<file path="src/rtl/jtframe_4wayjoy_pkg.sv">
// rtl/jtframe_4wayjoy_pkg.sv - direction bit indices, direction type and opposite-cancel helper
package jtframe_4wayjoy_pkg;

   localparam int RIGHT = 0;
   localparam int LEFT  = 1;
   localparam int DOWN  = 2;
   localparam int UP    = 3;

   typedef logic [3:0] dir_t;

   localparam dir_t HORZ_MASK = 4'b0011;
   localparam dir_t VERT_MASK = 4'b1100;

   // Pushing both ways on one axis is read as not pushing that axis at all
   function automatic dir_t cancel_opposite(input dir_t d);
      dir_t r;
      r = d;
      if (d[RIGHT] && d[LEFT]) begin
         r[RIGHT] = 1'b0;
         r[LEFT]  = 1'b0;
      end
      if (d[DOWN] && d[UP]) begin
         r[DOWN] = 1'b0;
         r[UP]   = 1'b0;
      end
      return r;
   endfunction

endpackage

</file>
<file path="src/rtl/jtframe_4wayjoy_filter.sv">
// rtl/jtframe_4wayjoy_filter.sv - input stability filter, dout follows din after 2^FILT_W equal samples
module jtframe_4wayjoy_filter
   import jtframe_4wayjoy_pkg::*;
#(
   parameter int FILT_W = 4
)(
   input  logic       clk,
   input  logic       rst,
   input  logic [3:0] din,
   output logic [3:0] dout
);

   dir_t              held;
   logic [FILT_W-1:0] cnt;

   // cnt holds how many consecutive samples of held have been seen, saturating at all-ones
   always_ff @(posedge clk or negedge rst) begin
      if (!rst) begin
         held <= '0;
         cnt  <= '0;
         dout <= '0;
      end else if (din != held) begin
         held <= din;
         cnt  <= FILT_W'(1);
      end else begin
         if (&cnt)
            dout <= held;
         else
            cnt <= cnt + FILT_W'(1);
      end
   end

endmodule

</file>
<file path="src/rtl/jtframe_4wayjoy.sv">
// rtl/jtframe_4wayjoy.sv - 4-way joystick restriction; JTFRAME_4WAY_FILTER_EN adds an input stability filter
module jtframe_4wayjoy
   import jtframe_4wayjoy_pkg::*;
#(
   parameter int FILT_W = 4
)(
   input  logic       clk,
   input  logic       rst,
   input  logic       enable,
   input  logic [3:0] joy8way,
   output logic [3:0] joy4way
);

   if (FILT_W < 1) begin : g_filt_w_check
      $error("FILT_W must be at least 1");
   end

   dir_t joy_in;

`ifdef JTFRAME_4WAY_FILTER_EN
   jtframe_4wayjoy_filter #(
      .FILT_W (FILT_W)
   ) u_filter (
      .clk  (clk),
      .rst  (rst),
      .din  (joy8way),
      .dout (joy_in)
   );
`else
   assign joy_in = joy8way;
`endif

   dir_t joy_c;
   dir_t last;
   dir_t last_nxt;
   dir_t dir_nxt;
   dir_t out_nxt;
   logic horz;
   logic vert;

   // On a diagonal the direction already held wins; a fresh diagonal resolves to the vertical bit
   always_comb begin
      joy_c    = cancel_opposite(joy_in);
      horz     = |(joy_c & HORZ_MASK);
      vert     = |(joy_c & VERT_MASK);
      dir_nxt  = '0;
      last_nxt = '0;
      if (horz && vert) begin
         if ((last & joy_c) != '0) begin
            dir_nxt  = last;
            last_nxt = last;
         end else begin
            dir_nxt  = joy_c & VERT_MASK;
            last_nxt = joy_c & VERT_MASK;
         end
      end else begin
         dir_nxt  = joy_c;
         last_nxt = joy_c;
      end
      out_nxt = enable ? dir_nxt : joy_in;
   end

   always_ff @(posedge clk or negedge rst) begin
      if (!rst) begin
         joy4way <= '0;
         last    <= '0;
      end else begin
         joy4way <= out_nxt;
         last    <= last_nxt;
      end
   end

endmodule

</file>
<file path="config.mk">
export PLATFORM = sky130hd
export DESIGN_NAME = jtframe_4wayjoy
export DESIGN_NICKNAME = d
export VERILOG_FILES = /design/src/rtl/jtframe_4wayjoy_pkg.sv /design/src/rtl/jtframe_4wayjoy_filter.sv /design/src/rtl/jtframe_4wayjoy.sv
export SDC_FILE = /design/constraint.sdc
export NUM_CORES = 1
export LEC_CHECK = 0
export CAP_MARGIN = 10
export CORE_AREA = 3 3 40 42
export CTS_CLUSTER_SIZE = 8
export DETAILED_ROUTE_END_ITERATION = 16
export DIE_AREA = 0 0 43 45
export SLEW_MARGIN = 20
export SYNTH_ARGS = -nofsm -noshare
export SYNTH_HDL_FRONTEND = slang
export SYNTH_SLANG_ARGS = --single-unit
</file>
<file path="constraint.sdc">
create_clock -name clk -period 1.2 [get_ports clk]
set_input_delay 0.18 -clock clk [delete_from_list [all_inputs] [get_ports clk]]
set_output_delay 0.18 -clock clk [all_outputs]
set_load 0.03 [all_outputs]
</file>
==> results.sh, run 1 <==
export IMPL_power_per_cell_area_mw_per_mm2=917.3
export IMPL_worstHoldPathType="in -> async"
export IMPL_fin_nets=82
export IMPL_worst_path_largest_cell_delay_ps=390
export IMPL_power_combinational_fraction_pct=31.0
export IMPL_max_vdd_ir_drop_mv=0.3294
export IMPL_critical_path_required_ps=1330
export IMPL_result_of_the_run="finished with violations"
export IMPL_total_power_consumption_of_the_routed_design_uw=719.6
export IMPL_cellLeakagePower_nw=0.3610
export IMPL_fmax_ghz=0.7655
export IMPL_die_area_mm2=0.001935
export IMPL_ys_flop_type="sky130_fd_sc_hd__dfrtp_1"
export IMPL_post_route_min_period_ps=1306
export IMPL_clkSinkCount=8
export IMPL_least_margin_pin_slew_ps=442.6
export IMPL_timing_final_crit_share_pct=108.9
export IMPL_postSynth_asyncResetShare_pct=100.0
export IMPL_rows=13
export IMPL_maxSlewViolCount=0
export IMPL_critPathMaxFanout=6
export IMPL_via_count_of_the_first_global_routing_pass=421
export IMPL_detail_route_wl_per_cell_um=12.36
export IMPL_placeable_core_region_mm2=0.001285
export IMPL_clkTransAtPathRegs_ps=50
export IMPL_synth_edff_count=0
export IMPL_grt_overflow_total=0
export IMPL_largest_net_degree_at_the_start_of_global_routing=13
export IMPL_worst_setup_path_start_kind="flip-flop"
export IMPL_switching_share_pct=27.66
export IMPL_synth_distinct_cells=16
export IMPL_clkLatencyLatePin_ps=250
export IMPL_synthTopCellsByArea="sky130_fd_sc_hd__dfrtp_1 43%, sky130_fd_sc_hd__ha_1 11%, sky130_fd_sc_hd__mux2_4 6.5%, sky130_fd_sc_hd__nand2_1 4.9%, sky130_fd_sc_hd__a22o_2 4.3%"
export IMPL_clockRootBuffer="sky130_fd_sc_hd__clkbuf_4"
export IMPL_timing_critical_path_from="last[0]"
export IMPL_postSynthCellCount=41
export IMPL_post_cts_hold_buffer_count=0
export IMPL_synthDominantAreaCellType="sky130_fd_sc_hd__dfrtp_1"
export IMPL_die_width_um=43
export IMPL_ys_warn_count=0
export IMPL_detailedRoute_firstIterationViolations=7
export IMPL_critPathArrivalTime_ps=1440
export IMPL_clock_skew_final_ps=2.811
export IMPL_drive_above_1_share_pct=55.07
export IMPL_synth_top_area_share_pct=43.48
export IMPL_initial_utilization_pct=35.83
export IMPL_ys_seq_area_share_pct=43.48
export IMPL_detailedPlacementHpwl_um=806.5
export IMPL_cts_tree="built"
export IMPL_pwr_share_clk_pct=27.2
export IMPL_antenna_cell_count=0
export IMPL_antenna_violations_before_repair=0
export IMPL_portBuffers=10
export IMPL_synth_seq_cells=8
export IMPL_die_height_um=45
export IMPL_library_cell_with_the_highest_instance_count_after_synthesis="sky130_fd_sc_hd__dfrtp_1"
export IMPL_maxCapViolCount=0
export IMPL_drc=0
export IMPL_post_place_ws_ps=-660.0
export IMPL_internal_power_uw=520.6
export IMPL_cell_area_after_placement_um2=713.2
export IMPL_routed_via_density=5.226
export IMPL_route_vias_total=439
export IMPL_clock_tree_htree_level_count=1
export IMPL_final_hold_viol_count=0
export IMPL_synth_avg_cell_area_um2=11.23
export IMPL_synthToLayoutAreaGrowth_pct=70.38
export IMPL_max_slew_margin_rel_pct=70.40
export IMPL_firstDrtPassIters=4
export IMPL_timing_setup_critical_path_class="reg -> reg"
export IMPL_violations="negative setup slack"
export IMPL_setup_tns_final_ps=-329.6
export IMPL_finalWeightedCongestion=0.8437
export IMPL_cts_buffer_depth=2
export IMPL_netSwitchingPower_uw=199.0
export IMPL_numCtsBuffers=3
export IMPL_seq_power_share_pct=41.8
export IMPL_rsz0062_at_grt="yes"
export IMPL_routed_wirelength_um=1038
export IMPL_setup_viol_count_final=6
export IMPL_stdcell_area_um2=784.5
export IMPL_final_antenna_net_count=0
export IMPL_timing_hold_ws_ps=196.1
export IMPL_grt_first_pass_wirelength_um=1773
export IMPL_critPathSlowestCell="sky130_fd_sc_hd__dfrtp_1"
export IMPL_worstReg2RegStart="last[0]"
export IMPL_grt_use_total_pct=12.21
export IMPL_synth_net_count=52
export IMPL_setup_slack_ps=-106.4
export IMPL_worst_setup_path_end_kind="flip-flop"
export IMPL_num_io_pins=11
export IMPL_critical_path_cell_chain="a22o_1 -> o21a_4 -> mux2_4"
export IMPL_syn_cell_area_um2=460.4
export IMPL_synth_top_cells_by_count="8 x sky130_fd_sc_hd__dfrtp_1, 6 x sky130_fd_sc_hd__nand2_1, 4 x sky130_fd_sc_hd__ha_1, 4 x sky130_fd_sc_hd__inv_1, 3 x sky130_fd_sc_hd__o21ai_0"
[through the flow]
step	utilization, %	std cells
after floorplan	-	41
after global placement	55.50	78
after detailed placement	55.50	78
after CTS	60.08	83
after global routing	61.05	84
final	61.05	84
[logic make-up (layout without fill, tap and decap cells)]
logic type	Yosys count	after routing	synth area share [%]
adders and majority gates	4	4	10.87
buffers and inverters	5	33	4.074
DFF	8	8	43.48
AOI/OAI and AO/OA	14	14	27.99
and+or+nand+nor	8	8	7.065
muxes	2	2	6.522
[path summary, 6_finish.rpt]
check	endpoint	slack (ps)	cells after the start
min in group clk	last[2]	440	3
max	last[3]	-110	3
max in group asynchronous	last[0]	760	1
max reg2reg	last[3]	-110	3
min	last[2]	200	1
min reg2reg	last[1]	630	2
[cells in the final DEF, fill, tap and decap left out, types with 2 or more instances in the layout]
cell	instances
sky130_fd_sc_hd__a22o_2	2
sky130_fd_sc_hd__buf_4	14
sky130_fd_sc_hd__buf_6	2
sky130_fd_sc_hd__clkbuf_4	3
sky130_fd_sc_hd__clkdlybuf4s15_1	3
sky130_fd_sc_hd__clkdlybuf4s50_1	2
sky130_fd_sc_hd__dfrtp_1	8
sky130_fd_sc_hd__dlygate4sd2_1	4
sky130_fd_sc_hd__ha_2	2
sky130_fd_sc_hd__ha_4	2
sky130_fd_sc_hd__inv_1	2
sky130_fd_sc_hd__mux2_4	2
sky130_fd_sc_hd__nand2_1	6
sky130_fd_sc_hd__o2111ai_2	2
sky130_fd_sc_hd__o21ai_0	2
sky130_fd_sc_hd__o22a_1	2
[worst max-delay path: cells and delay by family, from the launching register on]
kind | cells | cell delay, ps
compound gates | 2 | 500
flops | 1 | 390
mux | 1 | 290
[area by class of cell]
type	instances	area, um2
fill	102	500.5
multi-input combinational	28	301.5
inverter	4	17.52
timing repair buffer	26	224.0
tap	15	18.77
sequential	8	200.2
clock buffer	3	22.52
[per-layer routing]
metal / track usage (%) / routed length [um] / vias to the layer above
li1: - / - / 210
met1: 15.17 / 427 / 214
met2: 20.66 / 541 / 13
met3: 1.594 / 54 / 2
met4: 6.627 / 14 / 0
met5: 0 / 0 / -
[power by group through the flow]
stage | combinational (mW) | clock [mW] | sequential (mW)
2_1_floorplan | 0.0844 | 0 | 0.327
3_3_place_gp | 0.206 | 0 | 0.305
3_5_place_dp | 0.213 | 0 | 0.305
4_1_cts | 0.216 | 0.202 | 0.301
5_1_grt | 0.241 | 0.214 | 0.302
6_report | 0.223 | 0.196 | 0.301
[timing repair]
| action | CTS | global route |
|---|---|---|
| setup buffers | 2 | 1 |
| pin swaps | 2 | 0 |
| setup endpoints to repair | 12 | 8 |
| resized for setup | 18 | 2 |
[registers in the layout (all words and copies together), names as in the netlist]
signal / cells
last: 4
joy4way: 4
Power figures use the tool's default switching activity.
==> run 2: changes to the inputs <==
--- a/config.mk
+++ b/config.mk
@@ -5,7 +5,7 @@
 export SDC_FILE = /design/constraint.sdc
 export NUM_CORES = 1
 export LEC_CHECK = 0
-export CAP_MARGIN = 10
+export CAP_MARGIN = 25
 export CORE_AREA = 3 3 40 42
 export CTS_CLUSTER_SIZE = 8
 export DETAILED_ROUTE_END_ITERATION = 16
==> results of run 2 <==
Same layout as run 1: the final DEF is identical, and so are final timing and power.
==> run 3: changes to the inputs <==
--- a/config.mk
+++ b/config.mk
@@ -10,6 +10,8 @@
 export CTS_CLUSTER_SIZE = 8
 export DETAILED_ROUTE_END_ITERATION = 16
 export DIE_AREA = 0 0 43 45
+export GPL_ROUTABILITY_DRIVEN = 0
+export SKIP_LAST_GASP = 1
 export SLEW_MARGIN = 20
 export SYNTH_ARGS = -nofsm -noshare
 export SYNTH_HDL_FRONTEND = slang
==> results of run 3 <==
Same layout as run 1: the final DEF is identical, and so are final timing and power.
